### src/rtl/im_loader_pkg.sv
// loader_pkg: shared constants and state encoding for the instruction-memory
// boot loader.
//   SYNC     : frame start byte
//   IM_AW    : instruction memory word-address width
//   IM_DEPTH : instruction memory depth in words
//   BOOT_PC  : fetch address of word 0
//   state_t  : loader frame-parser states
package loader_pkg;

    localparam int unsigned IM_AW    = 10;
    localparam int unsigned IM_DEPTH = 1024;
    localparam logic [7:0]  SYNC     = 8'hA5;
    localparam logic [31:0] BOOT_PC  = 32'h0000_3000;

    typedef enum logic [2:0] {
        ST_IDLE,
        ST_LEN_HI,
        ST_LEN_LO,
        ST_DATA,
        ST_CHECK,
        ST_DONE,
        ST_ERR
    } state_t;

    // Fetch PC at which a given instruction-memory word is read.
    function automatic logic [31:0] word_pc(input logic [IM_AW-1:0] idx);
        return BOOT_PC + (32'(idx) << 2);
    endfunction

endpackage

### src/rtl/im_loader_if.sv
// im_loader_if: valid/ready byte stream feeding the boot loader.
//   in_valid : byte available (source -> loader)
//   in_data  : stream byte    (source -> loader)
//   in_ready : loader accepts a byte; transfer when in_valid && in_ready
// modport master: byte source side; modport slave: loader side.
interface im_loader_if;

    logic       in_valid;
    logic [7:0] in_data;
    logic       in_ready;

    modport master (output in_valid, output in_data, input in_ready);
    modport slave  (input in_valid, input in_data, output in_ready);

endinterface

### src/rtl/im_word_packer.sv
// im_word_packer: packs accepted bytes MSB-first into 32-bit words.
//   clk, reset : clock, synchronous active-high reset
//   clear      : restart packing at byte 0 of a word
//   byte_valid : byte_in is consumed this cycle
//   byte_in    : stream byte
//   last_byte  : the next consumed byte completes a word
//   word_valid : registered one-cycle pulse, word holds the completed word
//   word       : last completed word (held between pulses)
module im_word_packer (
    input  logic        clk,
    input  logic        reset,
    input  logic        clear,
    input  logic        byte_valid,
    input  logic [7:0]  byte_in,
    output logic        last_byte,
    output logic        word_valid,
    output logic [31:0] word
);

    logic [23:0] sh;
    logic [1:0]  cnt;

    always_comb begin
        last_byte = (cnt == 2'd3);
    end

    always_ff @(posedge clk) begin
        if (reset) begin
            sh         <= '0;
            cnt        <= '0;
            word_valid <= 1'b0;
            word       <= '0;
        end else begin
            word_valid <= 1'b0;
            if (clear) begin
                sh  <= '0;
                cnt <= '0;
            end else if (byte_valid) begin
                sh  <= {sh[15:0], byte_in};
                cnt <= cnt + 2'd1;
                if (cnt == 2'd3) begin
                    word_valid <= 1'b1;
                    word       <= {sh, byte_in};
                end
            end
        end
    end

endmodule

### src/rtl/im_loader.sv
// im_loader: framed byte-stream boot loader for the instruction memory.
// Frame: SYNC, LEN_HI, LEN_LO, LEN x 4 data bytes (MSB first), CHK where
// CHK = XOR of LEN_HI, LEN_LO and all data bytes. The CPU is held in reset
// until a complete, checksum-verified image has been written.
//   clk, reset   : clock, synchronous active-high reset
//   bus          : byte stream (in_valid, in_data, in_ready)
//   restart      : pulse, leaves DONE/ERR for IDLE
//   im_we        : instruction memory write enable, one cycle per word
//   im_addr      : word index of the write
//   im_wdata     : packed word
//   cpu_hold     : CPU reset hold
//   done         : image loaded and verified
//   error        : frame rejected
//   words_loaded : words written in the current frame
module im_loader
    import loader_pkg::*;
(
    input  logic             clk,
    input  logic             reset,
    im_loader_if.slave       bus,
    input  logic             restart,
    output logic             im_we,
    output logic [IM_AW-1:0] im_addr,
    output logic [31:0]      im_wdata,
    output logic             cpu_hold,
    output logic             done,
    output logic             error,
    output logic [IM_AW:0]   words_loaded
);

    state_t           state, nstate;
    logic             take;
    logic             clr_frame, ld_hi, ld_len, xor_en, pack_en, wr;
    logic [7:0]       len_hi;
    logic [15:0]      len_full;
    logic [IM_AW:0]   len;
    logic [IM_AW:0]   wl_inc;
    logic [7:0]       xsum;
    logic             last_byte;

    always_comb begin
        bus.in_ready = (state != ST_DONE) && (state != ST_ERR);
        cpu_hold     = (state != ST_DONE);
        done         = (state == ST_DONE);
        error        = (state == ST_ERR);
        take         = bus.in_valid && bus.in_ready;
        len_full     = {len_hi, bus.in_data};
        wl_inc       = words_loaded + 1'b1;
        wr           = pack_en && last_byte;
    end

    always_ff @(posedge clk) begin
        if (reset) state <= ST_IDLE;
        else       state <= nstate;
    end

    always_comb begin
        nstate    = state;
        clr_frame = 1'b0;
        ld_hi     = 1'b0;
        ld_len    = 1'b0;
        xor_en    = 1'b0;
        pack_en   = 1'b0;
        case (state)
            ST_IDLE: begin
                if (take && bus.in_data == SYNC) begin
                    clr_frame = 1'b1;
                    nstate    = ST_LEN_HI;
                end
            end
            ST_LEN_HI: begin
                if (take) begin
                    ld_hi  = 1'b1;
                    xor_en = 1'b1;
                    nstate = ST_LEN_LO;
                end
            end
            ST_LEN_LO: begin
                if (take) begin
                    xor_en = 1'b1;
                    if (len_full > 16'(IM_DEPTH)) begin
                        nstate = ST_ERR;
                    end else begin
                        ld_len = 1'b1;
                        nstate = (len_full == 16'd0) ? ST_CHECK : ST_DATA;
                    end
                end
            end
            ST_DATA: begin
                if (take) begin
                    xor_en  = 1'b1;
                    pack_en = 1'b1;
                    if (last_byte && wl_inc == len) nstate = ST_CHECK;
                end
            end
            ST_CHECK: begin
                if (take) nstate = (bus.in_data == xsum) ? ST_DONE : ST_ERR;
            end
            ST_DONE, ST_ERR: begin
                if (restart) nstate = ST_IDLE;
            end
            default: nstate = ST_IDLE;
        endcase
    end

    always_ff @(posedge clk) begin
        if (reset) begin
            len_hi       <= '0;
            len          <= '0;
            xsum         <= '0;
            words_loaded <= '0;
            im_addr      <= '0;
        end else begin
            if (clr_frame) begin
                xsum         <= '0;
                words_loaded <= '0;
            end else begin
                if (xor_en) xsum <= xsum ^ bus.in_data;
                // words_loaded steps at the same edge im_we rises, so both
                // become visible together in the write cycle.
                if (wr) begin
                    im_addr      <= words_loaded[IM_AW-1:0];
                    words_loaded <= wl_inc;
                end
            end
            if (ld_hi)  len_hi <= bus.in_data;
            if (ld_len) len    <= len_full[IM_AW:0];
        end
    end

    im_word_packer u_packer (
        .clk        (clk),
        .reset      (reset),
        .clear      (clr_frame),
        .byte_valid (pack_en),
        .byte_in    (bus.in_data),
        .last_byte  (last_byte),
        .word_valid (im_we),
        .word       (im_wdata)
    );

endmodule

### src/flat_wrapper.sv
// flat-port wrapper written by rule: the top's interface ports become plain ports
module im_loader_flat import loader_pkg::*;
  (clk, reset, restart, im_we, im_addr, im_wdata, cpu_hold, done, error, words_loaded, bus_in_valid, bus_in_data, bus_in_ready);
  im_loader_if bus_i ();
  input  logic clk;
  input  logic reset;
  input  logic restart;
  output logic im_we;
  output logic [IM_AW-1:0] im_addr;
  output logic [31:0] im_wdata;
  output logic cpu_hold;
  output logic done;
  output logic error;
  output logic [IM_AW:0] words_loaded;
  input wire logic [$bits(bus_i.in_valid)-1:0] bus_in_valid;
  input wire logic [$bits(bus_i.in_data)-1:0] bus_in_data;
  output wire logic [$bits(bus_i.in_ready)-1:0] bus_in_ready;
  assign bus_i.in_valid = bus_in_valid;
  assign bus_i.in_data = bus_in_data;
  assign bus_in_ready = bus_i.in_ready;
  im_loader u_core (.clk(clk), .reset(reset), .bus(bus_i), .restart(restart), .im_we(im_we), .im_addr(im_addr), .im_wdata(im_wdata), .cpu_hold(cpu_hold), .done(done), .error(error), .words_loaded(words_loaded));
endmodule
### config.mk
export PLATFORM = sky130hd
export DESIGN_NAME = im_loader_flat
export DESIGN_NICKNAME = d
export VERILOG_FILES = /design/src/rtl/im_loader_pkg.sv /design/src/rtl/im_loader_if.sv /design/src/rtl/im_word_packer.sv /design/src/rtl/im_loader.sv /design/src/flat_wrapper.sv
export SDC_FILE = /design/constraint.sdc
export NUM_CORES = 1
export LEC_CHECK = 0
export ABC_AREA = 1
export CORE_MARGIN = 2
export CORE_UTILIZATION = 55
export CTS_CLUSTER_DIAMETER = 80
export DETAILED_ROUTE_END_ITERATION = 8
export GPL_ROUTABILITY_DRIVEN = 0
export PLACE_DENSITY_LB_ADDON = 0.08
export SKIP_CTS_REPAIR_TIMING = 1
export SYNTH_ARGS = -nofsm -noshare
export SYNTH_HDL_FRONTEND = slang
export SYNTH_SLANG_ARGS = --single-unit
### constraint.sdc
create_clock -name clk -period 2.9 [get_ports clk]
set_clock_uncertainty 0.05 [all_clocks]
set_input_delay 0.435 -clock clk [delete_from_list [all_inputs] [get_ports clk]]
set_output_delay 0.435 -clock clk [all_outputs]
set_load 0.02 [all_outputs]
==> summary.txt <==
Fin crit share - 79.8%
Top_reg_cell synth - dfxtp_1
Unrepaired setup endpoints after global routing - no
Die Footprint - 0.00925 mm^2
CP required - 2.41 ns
Worst Tran Pin Value - 0.565 ns
CTS clk-pin slew, worst paths - 0.11 ns
CTS H-Tree Depth - 3
Share of post-route cells with drive strength above 1 - 7.54%
Crit path largest cell delay - 0.56 ns
Pin count of the biggest net entering global routing - 39
Maximum fanout along the worst path - 8
CP Capture Type - output port
CP Cell Sequence - nand3_1, nand2_2, inv_1, clkdlybuf4s50_1
YS warnings - 0
IO Count - 70
DRT Pass-1 Iters - 5
Post-Syn Area - 0.00467 mm^2
Post-DRT Antenna Nets - 0
Power Dens Cells - 565 mW/mm^2
Post-synthesis net count - 641
Clock buffer depth - 2
Leading cell types by count after synthesis - dfxtp_1 (110), nand2_1 (107), a21oi_1 (81)
Initial Util - 56.9%
DRC viols - 0
Max Slew Vio Count - 0
Syn Area/Cell - 7.46 um^2
Total Power - 3220 uW
Highest-delay cell along the critical path - dfxtp_1
Total gr overflow - 0
Gate Count Post-Synth - 627
DP HPWL - 8.02 mm
Final net count - 699
Clk_lat worst skew - 0.36 ns
Slew Limit Headroom - 62.2%
Initial DRC count - 348
Port Buf Inserts - 69
Final sum of negative setup slack - 0 ns
Count leader, synth - dfxtp_1
Post-synth EDFFs - 0
Core Region - 0.00822 mm^2
Via count - 4281
Inserted Diodes - 0
Overall Global Routing Usage - 25.5%
Sequential fraction of the synthesis area - 47.1%
Hold Vio Cnt, Final - 0
Layout Cells excl Fill - 795
Vias/cell - 5.38
Initial antenna violation count - 0
Clock sink count - 110
Yosys top cell area share - 47.1%
Site Rows - 33
Die Y - 96.2 um
Ys async rst share - 0%
Fmax - 432 MHz
Die X - 96.2 um
Max IR drop VDD - 0.465 mV
Leak - 0.00212 uW
Worst Path Arrival - 1.83 ns
Crit start category - flip-flop
Root Driver - clkbuf_8
Critical setup path kind - flip-flop to output port
Max-cap violations - 0
CTS tree - done
Hold Slack - 0.420 ns
CTS Buf Count - 9
WL final - 11.4 mm
Number of synthesized register bits - 110
Min Tclk post-route - 2.31 ns
Final setup fails - 0
Fillers - 698
Area contributors post-synth - dfxtp_1 (47%), a21oi_1 (8.7%), nand2_1 (8.6%), nand3_1 (6.4%), o21ai_0 (6.0%)
Synth cell types - 34
Wire per inst - 14.3 um
First-pass GRT wire length - 18.3 mm
Post-synth top area cell - dfxtp_1
Area delta synth->final - 21.7%
Placed cell count - 779
Min-Delay Path Class - flip-flop to flip-flop
Vias in the first global route - 3769
Run status - complete, no violations
-- power breakdown --
part	switching (uW)	total, uW	internal (uW)
Combinational	334	518	184
Clock	536	1040	501
Sequential	66.2	1660	1600
-- layout make-up --
cell class | instances | area, um^2 | area share [%]
Multi-Input combinational cell | 437 | 2150 | 37.9
Inverter | 48 | 180 | 3.17
Tap cell | 105 | 131 | 2.31
Timing Repair Buffer | 79 | 791 | 13.9
Clock buffer | 9 | 124 | 2.18
Clock inverter | 7 | 105 | 1.85
Sequential cell | 110 | 2200 | 38.7
-- cell usage in the layout, fill, tap and decap left out, drive strengths merged --
cell type        n
nor2            82
nand2          112
xor2            11
ha               2
clkinvlp         1
clkbuf           9
clkdlybuf4s50   69
a21oi           82
nor3             2
o21a             1
inv             50
o21bai           1
and2             1
dfxtp          110
o211a            1
nor2b            1
nand4            5
buf             10
nor4             3
bufinv           2
o21ai           66
o22ai            1
clkinv           2
a211oi           2
nand3           64
-- flip-flops by register name (all words and copies together) (netlist names) --
| register | cells |
|---|---|
| u_core.len | 11 |
| u_core.u_packer.sh | 24 |
| u_core.im_addr | 10 |
| u_core.words_loaded | 11 |
| u_core.u_packer.cnt | 2 |
| u_core.u_packer.word_valid | 1 |
| u_core.xsum | 8 |
| u_core.len_hi | 8 |
| u_core.u_packer.word | 32 |
| u_core.state | 3 |
-- per-layer routing --
metal	track usage (%)	up-vias	share of wire, %
met5	0	-	0
li1	-	2180	-
met3	5.64	10	6.1
met1	36.2	1944	47
met4	5.12	0	0.65
met2	39.9	147	46
-- logic make-up (layout without fill, tap and decap cells) --
kind of cell	count (synthesis)	after routing	synth area share, %
buffers and inverters	80	143	6.80
adder cells (fa/ha/maj)	2	2	0.535
XOR/XNOR	11	11	2.06
AND/OR/NAND/NOR	270	270	26.1
AO/OA/AOI/OAI	154	154	17.4
flip-flops	110	110	47.1
-- through the flow --
step                      worst slack, ns  util [%]  area (um^2)
final                               0.586      69.2         5690
after global routing                0.440      69.2         5690
after CTS                           0.552      69.2         5690
after detailed placement            0.502      66.4         5460
after global placement              0.532      66.4         5460
after floorplan                     0.978         -         4670
-- final timing paths --
path / depth (start not counted) / slack, ns / start / end
worst max register to register: 14 / 0.69 / u_core.words_loaded[0] / u_core.state[1]
worst max-delay path: 4 / 0.59 / u_core.state[2] / bus_in_ready
worst min-delay path: 2 / 0.42 / u_core.u_packer.sh[19] / u_core.u_packer.sh[19]
worst min register to register: 2 / 0.42 / u_core.u_packer.sh[19] / u_core.u_packer.sh[19]
-- critical path: cells and delay by family, from the launching register on --
family	cells	cell delay, ns
buf+inv	2	0.60
flops	1	0.56
simple gates	2	0.30
No activity file was read; power rests on OpenSTA's default activity.
